## src/rtl/id_pkg.sv

```systemverilog
// Shared definitions for the instruction-decode stage.
// - Instruction field bit positions
// - Opcode constants
// - Load / store / rt-consumer classification
// - Immediate-extension selection
package id_pkg;

    // Instruction field bit positions
    localparam int OPCODE_MSB = 31;
    localparam int OPCODE_LSB = 26;
    localparam int RS_MSB     = 25;
    localparam int RS_LSB     = 21;
    localparam int RT_MSB     = 20;
    localparam int RT_LSB     = 16;
    localparam int RD_MSB     = 15;
    localparam int RD_LSB     = 11;
    localparam int SHAMT_MSB  = 10;
    localparam int SHAMT_LSB  = 6;
    localparam int FUNCT_MSB  = 5;
    localparam int FUNCT_LSB  = 0;

    // Opcode constants
    localparam logic [5:0] OP_RTYPE = 6'h00;
    localparam logic [5:0] OP_BEQ   = 6'h04;
    localparam logic [5:0] OP_BNE   = 6'h05;
    localparam logic [5:0] OP_ANDI  = 6'h0C;
    localparam logic [5:0] OP_ORI   = 6'h0D;
    localparam logic [5:0] OP_XORI  = 6'h0E;
    localparam logic [5:0] OP_LUI   = 6'h0F;

    // How the 16-bit immediate is widened to the datapath
    typedef enum logic [1:0] {
        EXT_SIGN  = 2'd0,
        EXT_ZERO  = 2'd1,
        EXT_UPPER = 2'd2
    } imm_ext_e;

    // Loads occupy the whole 6'b100xxx opcode group
    function automatic logic is_load(input logic [5:0] opcode);
        return opcode[5:3] == 3'b100;
    endfunction

    // Stores occupy the whole 6'b101xxx opcode group
    function automatic logic is_store(input logic [5:0] opcode);
        return opcode[5:3] == 3'b101;
    endfunction

    // Instructions that read rt as a source operand
    function automatic logic is_rt_consumer(input logic [5:0] opcode);
        return (opcode == OP_RTYPE) || is_store(opcode) ||
               (opcode == OP_BEQ)   || (opcode == OP_BNE);
    endfunction

    // Logical immediates are unsigned, LUI loads the upper half,
    // everything else is sign-extended.
    function automatic imm_ext_e imm_ext_kind(input logic [5:0] opcode);
        imm_ext_e kind;
        case (opcode)
            OP_ANDI, OP_ORI, OP_XORI: kind = EXT_ZERO;
            OP_LUI:                   kind = EXT_UPPER;
            default:                  kind = EXT_SIGN;
        endcase
        return kind;
    endfunction

endpackage

```

## src/rtl/id_regfile_bypass.sv

```systemverilog
// Register file with two combinational read ports and one write port.
// Register 0 always reads zero; writes to 0 or to out-of-range
// addresses are dropped. A write in the same cycle as a read of the
// same nonzero address is forwarded to the read port.
// Ports:
//   clk, srst               clock, synchronous active-high reset (clears all)
//   wr_en/wr_addr/wr_data   write port (takes effect at rising edge)
//   rd_addr_a/rd_data_a     read port A
//   rd_addr_b/rd_data_b     read port B
module id_regfile_bypass #(
    parameter int NB_DATA = 32,
    parameter int NB_REG  = 5,
    parameter int N_REGS  = 32
) (
    input  logic               clk,
    input  logic               srst,
    input  logic               wr_en,
    input  logic [NB_REG-1:0]  wr_addr,
    input  logic [NB_DATA-1:0] wr_data,
    input  logic [NB_REG-1:0]  rd_addr_a,
    input  logic [NB_REG-1:0]  rd_addr_b,
    output logic [NB_DATA-1:0] rd_data_a,
    output logic [NB_DATA-1:0] rd_data_b
);

    // One extra bit so N_REGS == 2**NB_REG stays representable
    localparam logic [NB_REG:0] REG_COUNT = (NB_REG + 1)'(N_REGS);

    logic [NB_DATA-1:0] regs_reg [N_REGS];
    logic               wr_ok;

    assign wr_ok = wr_en && (wr_addr != '0) && ({1'b0, wr_addr} < REG_COUNT);

    always_ff @(posedge clk) begin
        if (srst) begin
            for (int i = 0; i < N_REGS; i++) begin
                regs_reg[i] <= '0;
            end
        end else if (wr_ok) begin
            regs_reg[wr_addr] <= wr_data;
        end
    end

    logic [NB_REG-1:0]  rd_addr [2];
    logic [NB_DATA-1:0] rd_data [2];

    assign rd_addr[0] = rd_addr_a;
    assign rd_addr[1] = rd_addr_b;
    assign rd_data_a  = rd_data[0];
    assign rd_data_b  = rd_data[1];

    generate
        for (genvar gi = 0; gi < 2; gi++) begin : g_read_port
            always_comb begin
                rd_data[gi] = '0;
                if (rd_addr[gi] != '0) begin
                    if (wr_en && (wr_addr == rd_addr[gi])) begin
                        rd_data[gi] = wr_data;
                    end else if ({1'b0, rd_addr[gi]} < REG_COUNT) begin
                        rd_data[gi] = regs_reg[rd_addr[gi]];
                    end
                end
            end
        end
    endgenerate

endmodule

```

## src/rtl/id_pipeline.sv

```systemverilog
// Instruction-decode stage: field decode, register read with write-back
// bypass, immediate extension, load-use hazard detection and the ID/EX
// pipeline register.
// Ports:
//   i_clk, i_reset        clock, synchronous active-high reset
//   i_valid, i_pc,
//   i_instruction         IF/ID contents
//   i_flush               squash the instruction currently in ID
//   i_wb_write/addr/data  write-back port into the register file
//   o_stall               combinational load-use stall request to IF
//   o_valid .. o_funct    registered ID/EX entry
module id_pipeline
    import id_pkg::*;
#(
    parameter int NB_DATA  = 32,
    parameter int NB_INST  = 32,
    parameter int NB_REG   = 5,
    parameter int N_REGS   = 32,
    parameter int NB_IMMED = 16
) (
    input  logic               i_clk,
    input  logic               i_reset,
    input  logic               i_valid,
    input  logic [NB_DATA-1:0] i_pc,
    input  logic [NB_INST-1:0] i_instruction,
    input  logic               i_flush,
    input  logic               i_wb_write,
    input  logic [NB_REG-1:0]  i_wb_addr,
    input  logic [NB_DATA-1:0] i_wb_data,
    output logic               o_stall,
    output logic               o_valid,
    output logic [NB_DATA-1:0] o_pc,
    output logic [NB_DATA-1:0] o_data_1,
    output logic [NB_DATA-1:0] o_data_2,
    output logic [NB_DATA-1:0] o_imm,
    output logic [NB_REG-1:0]  o_rs,
    output logic [NB_REG-1:0]  o_rt,
    output logic [NB_REG-1:0]  o_rd,
    output logic [5:0]         o_opcode,
    output logic [5:0]         o_funct
);

    // ---------------- field decode ----------------
    logic [5:0]          opcode;
    logic [NB_REG-1:0]   rs;
    logic [NB_REG-1:0]   rt;
    logic [NB_REG-1:0]   rd;
    logic [5:0]          funct;
    logic [NB_IMMED-1:0] imm;
    logic                unused_shamt;

    assign opcode = i_instruction[OPCODE_MSB:OPCODE_LSB];
    assign rs     = i_instruction[RS_MSB:RS_LSB];
    assign rt     = i_instruction[RT_MSB:RT_LSB];
    assign rd     = i_instruction[RD_MSB:RD_LSB];
    assign funct  = i_instruction[FUNCT_MSB:FUNCT_LSB];
    assign imm    = i_instruction[NB_IMMED-1:0];
    assign unused_shamt = ^i_instruction[SHAMT_MSB:SHAMT_LSB];

    // ---------------- immediate extension ----------------
    logic [NB_DATA-1:0] imm_ext;

    always_comb begin
        case (imm_ext_kind(opcode))
            EXT_ZERO:  imm_ext = {{(NB_DATA-NB_IMMED){1'b0}}, imm};
            EXT_UPPER: imm_ext = {imm, {(NB_DATA-NB_IMMED){1'b0}}};
            default:   imm_ext = {{(NB_DATA-NB_IMMED){imm[NB_IMMED-1]}}, imm};
        endcase
    end

    // ---------------- register file ----------------
    logic [NB_DATA-1:0] rs_data;
    logic [NB_DATA-1:0] rt_data;

    id_regfile_bypass #(
        .NB_DATA (NB_DATA),
        .NB_REG  (NB_REG),
        .N_REGS  (N_REGS)
    ) u_regfile (
        .clk       (i_clk),
        .srst      (i_reset),
        .wr_en     (i_wb_write),
        .wr_addr   (i_wb_addr),
        .wr_data   (i_wb_data),
        .rd_addr_a (rs),
        .rd_addr_b (rt),
        .rd_data_a (rs_data),
        .rd_data_b (rt_data)
    );

    // ---------------- ID/EX register ----------------
    logic               valid_reg;
    logic [NB_DATA-1:0] pc_reg;
    logic [NB_DATA-1:0] data_1_reg;
    logic [NB_DATA-1:0] data_2_reg;
    logic [NB_DATA-1:0] imm_reg;
    logic [NB_REG-1:0]  rs_reg;
    logic [NB_REG-1:0]  rt_reg;
    logic [NB_REG-1:0]  rd_reg;
    logic [5:0]         opcode_reg;
    logic [5:0]         funct_reg;

    // ---------------- load-use hazard ----------------
    // A load in EX cannot forward its result to the instruction in ID;
    // hold IF/ID one cycle. A flush wins because the dependent
    // instruction is being discarded anyway.
    logic stall;

    assign stall = i_valid && valid_reg && is_load(opcode_reg) &&
                   (rt_reg != '0) &&
                   ((rt_reg == rs) || ((rt_reg == rt) && is_rt_consumer(opcode))) &&
                   !i_flush;

    assign o_stall = stall;

    always_ff @(posedge i_clk) begin
        if (i_reset || i_flush || stall) begin
            // Reset, squash and stall all leave a clean bubble behind
            valid_reg  <= 1'b0;
            pc_reg     <= '0;
            data_1_reg <= '0;
            data_2_reg <= '0;
            imm_reg    <= '0;
            rs_reg     <= '0;
            rt_reg     <= '0;
            rd_reg     <= '0;
            opcode_reg <= '0;
            funct_reg  <= '0;
        end else begin
            valid_reg  <= i_valid;
            pc_reg     <= i_pc;
            data_1_reg <= rs_data;
            data_2_reg <= rt_data;
            imm_reg    <= imm_ext;
            rs_reg     <= rs;
            rt_reg     <= rt;
            rd_reg     <= rd;
            opcode_reg <= opcode;
            funct_reg  <= funct;
        end
    end

    assign o_valid  = valid_reg;
    assign o_pc     = pc_reg;
    assign o_data_1 = data_1_reg;
    assign o_data_2 = data_2_reg;
    assign o_imm    = imm_reg;
    assign o_rs     = rs_reg;
    assign o_rt     = rt_reg;
    assign o_rd     = rd_reg;
    assign o_opcode = opcode_reg;
    assign o_funct  = funct_reg;

endmodule

```

## config.mk

```make
export PLATFORM = sky130hd
export DESIGN_NAME = id_pipeline
export DESIGN_NICKNAME = d
export VERILOG_FILES = /design/src/rtl/id_pkg.sv /design/src/rtl/id_regfile_bypass.sv /design/src/rtl/id_pipeline.sv
export SDC_FILE = /design/constraint.sdc
export NUM_CORES = 2
export LEC_CHECK = 0
export CAP_MARGIN = 20
export CORE_UTILIZATION = 28
export CTS_CLUSTER_DIAMETER = 50
export CTS_CLUSTER_SIZE = 20
export DETAILED_ROUTE_END_ITERATION = 16
export PLACE_DENSITY = 0.4
export SETUP_SLACK_MARGIN = 0.15
export SLEW_MARGIN = 20
export SYNTH_ARGS = -nofsm -noshare
export SYNTH_HDL_FRONTEND = slang
export SYNTH_SLANG_ARGS = --single-unit
```

## constraint.sdc

```tcl
create_clock -name i_clk -period 3.8 [get_ports i_clk]
set_input_delay 0.76 -clock i_clk [delete_from_list [all_inputs] [get_ports i_clk]]
set_output_delay 0.76 -clock i_clk [all_outputs]
set_load 0.1 [all_outputs]
```

==> run_results.csv <==
group,metric,value,unit
synth,synth.most_common_cell,"edfxtp_1",
global_routing,grt_overflow_total,0,
sta,hold_viol_final,0,
cts,cts_tree,"built",
cts,clock-sinks,1180,
detailed_routing,vias,40100,
finish,fin_area,72900,um^2
synth,avgSynthCellArea,14.0,um^2
critical_path,cp-start-kind,"primary input",
flow_run,max_cap_violations,0,
detailed_routing,postRouteAntennaNets,0,
finish,fin_nets,4650,
critical_path,r2r-start,"o_opcode[4]",
place,dpl_cell_area,67100,um^2
critical_path,cp_cell_sequence,"clkdlybuf4s50_1 -> or4b_2 -> a211oi_2 -> o2111ai_4 -> nand2_2 -> buf_12",
detailed_routing,wl_per_cell,34.8,um
sta,tightest_slew,1.11,ns
critical_path,cp.arrival,2.77,ns
sta,relSlewSlack,0.253,
cts,cts_made_buffers,164,
finish,areaGrowthSynthToFinish,23.4,%
detailed_routing,dr.pass1.iters,5,
synth,async_flop_share,0,
cts,postCtsSetupBuffers,0,
critical_path,critical_path_buf_inv_count,2,
power_and_ir_drop,p_sw_frac,0.273,
finish,largest_reg_flops,1024,
cts,cts_resized,0,
synth,synth_commonest_cells,"edfxtp_1, and2_1, clkbuf_1",
sta,period_needed,3.53,ns
finish,final_cells,7499,
cts,clk_latency,0.82,ns
floorplanning,row_count,168,
synth,synth_cell_types,63,
power_and_ir_drop,power.density,496,nW/um^2
place,finalWeightedCongestion,0.848,
sta,fin_worst_skew,0.0379,ns
floorplanning,die_w,461,um
cts,clockRootBuffer,"clkbuf_16",
synth,yosysTopAreaCell,"edfxtp_1",
worst_hold_path,hp-start,"i_instruction[25]",
synth,yosysTopAreaCellShare,0.521,
detailed_routing,drcViolationCount,0,
cts,cts_hold_buffers,0,
floorplanning,dieArea,213000,um^2
sta,fmax,0.283,GHz
synth,ys_warn_count,0,
synth,yosys-top-cells-area,"edfxtp_1, mux4_2, and2_1",
power_and_ir_drop,switchingPower,0.00985,W
power_and_ir_drop,total_power,0.0361,W
power_and_ir_drop,ir_drop,0.477,mV
global_routing,grt_pass1_wl,354000,um
power_and_ir_drop,intPower,0.0263,W
critical_path,path_max_fanout,3,
sta,rsz0062_at_grt,"false",
sta,setup_viol,0,
critical_path,cp-end-kind,"output pin",
cts,htreeDepth,4,
critical_path,crit_slowest_cell,"or4b_2",
floorplanning,start_util,0.282,
run_status,outcome,"finished clean",
sta,finalSetupTns,0,ns
detailed_routing,drt_iter0_drc,4437,
place,detailed_place_hpwl,166000,um
finish,drive_above_1_share,0.268,
finish,post-route-util,0.348,
cts,cts_max_path_buffers,3,
finish,fillers,20100,
global_routing,grt_max_degree,94,
synth,ys_ff_latch,1180,
power_and_ir_drop,power_leakage,25.4,nW
power_and_ir_drop,power_frac_seq,0.420,
sta,min_period_over_period,0.930,
detailed_routing,wl,261000,um
critical_path,critical_path.top_delay_family,"simple AND/OR/NAND/NOR gates",
worst_hold_path,worst_hold_path_type,"in2reg",
floorplanning,die_h,461,um
critical_path,critPathMaxStageDelay,0.64,ns
critical_path,crit_path_start,"i_flush",
power_and_ir_drop,combPwrFrac,0.125,
critical_path,cp.required,3.04,ns
cts,cts.clk_slew.worst_paths,0.06,ns
global_routing,antenna_found_initial,30,
critical_path,criticalPathCategory,"in2out",
floorplanning,io_pins,263,
synth,ys.flop_type,"edfxtp_1",
synth,ys_seq_area_frac,0.574,
synth,synth-edff-count,1024,
global_routing,grt_usage,0.243,
synth,netlist_area,59100,um^2
place,numPortBuffers,262,
place,dp_cells,7181,
floorplanning,core_area,210000,um^2
synth,netlist_instances,4210,
detailed_routing,vias_per_cell,5.35,
sta,maxSlewViolCount,0,
power_and_ir_drop,p_clk_frac,0.455,
global_routing,grt_pass1_vias,40100,
worst paths after layout:
kind / end / slack [ns] / cells after the start
worst max-delay path: o_stall / 0.27 / 6
worst min-delay path: o_rs[4] / 0.39 / 2
worst max register to register: o_data_1[15] / 0.88 / 7
worst min register to register: o_data_2[7] / 0.87 / 4
power groups by stage:
stage | registers, W | logic (W) | clock network [W]
after floorplan | 0.0159 | 0.00199 | 0
after global placement | 0.0154 | 0.00453 | 0
after detailed placement | 0.0154 | 0.00452 | 0
after CTS | 0.0152 | 0.00453 | 0.0167
after global routing | 0.0152 | 0.00467 | 0.0172
final | 0.0152 | 0.00452 | 0.0164
placed cells by master (no fill, tap or decap), types with 13 or more instances in the layout:
cell type        Yosys  routed
nor4_1              22      22
nor2b_1             50      44
edfxtp_1          1024    1024
nand4_1             33      33
buf_4                0     281
nand3_1             13      13
nor2_4               0      29
mux4_2             343     343
clkdlybuf4s50_1      0     232
o21ai_1             25      25
clkbuf_16            0     169
dfxtp_1            156     155
clkinv_4             0      15
mux2_2             172     172
bufinv_16            0      21
a32o_1              14      14
nor3_1              67      66
a22o_1              70      70
and2_1             981     980
inv_6                0      17
buf_12               0      65
and3_1              62      61
a2111oi_0           40      39
or2_2               35      34
clkbuf_1           346      14
conb_1               1      32
o22ai_1            140     140
mux2i_1            131     131
a211oi_1            58      58
clkinv_2             0      20
a22oi_1             55      55
a21oi_1             38      38
nand2_1             43      41
o221ai_1            20      20
metal layers:
| layer | global-route usage | part of all wire | routed length (um) |
|---|---|---|---|
| met5 | 0 | 0 | 0 |
| met4 | 0.0648 | 0.026 | 6710 |
| met3 | 0.0384 | 0.063 | 16400 |
| met2 | 0.392 | 0.47 | 122000 |
| met1 | 0.338 | 0.44 | 116000 |
area by class of cell:
class	count	area (um^2)	share of cell area
antenna	10	25.0	0.000343
clock buffer	191	4390	0.0603
clock inverter	117	1400	0.0192
inverter	6	22.5	0.000309
multi-input combinational	2600	23800	0.327
sequential	1180	33900	0.465
tap	2805	3510	0.0482
timing repair buffer	590	5830	0.0800
metrics by stage:
step           setup slack, ns  hold slack [ns]
6_report                 0.265            0.393
5_1_grt                  0.156            0.356
4_1_cts                  0.204            0.327
3_5_place_dp             0.133            0.866
3_3_place_gp             0.152            0.831
2_1_floorplan            0.252            0.769
cells by family (layout without fill, tap and decap cells):
kind of cell / count (synthesis) / count (layout) / share of synthesized area
AOI/OAI and AO/OA: 516 / 516 / 0.0636
other: 1 / 42 / 0.0000635
DFF: 1180 / 1180 / 0.574
xor gates and xnor gates: 20 / 20 / 0.00297
muxes: 646 / 646 / 0.186
and+or+nand+nor: 1384 / 1384 / 0.142
buffers and inverters: 461 / 904 / 0.0313
adders and majority gates: 2 / 2 / 0.000424
worst register-to-register path, stage by stage, from the launching register on:
cell and delay (ns):
dfxtp_1 0.31, or4b_2 0.69, a211oi_2 0.38, o2111ai_4 0.20, buf_12 0.27, and4_2 0.33, buf_12 0.18, a32o_1 0.46
Power figures use the tool's default switching activity.
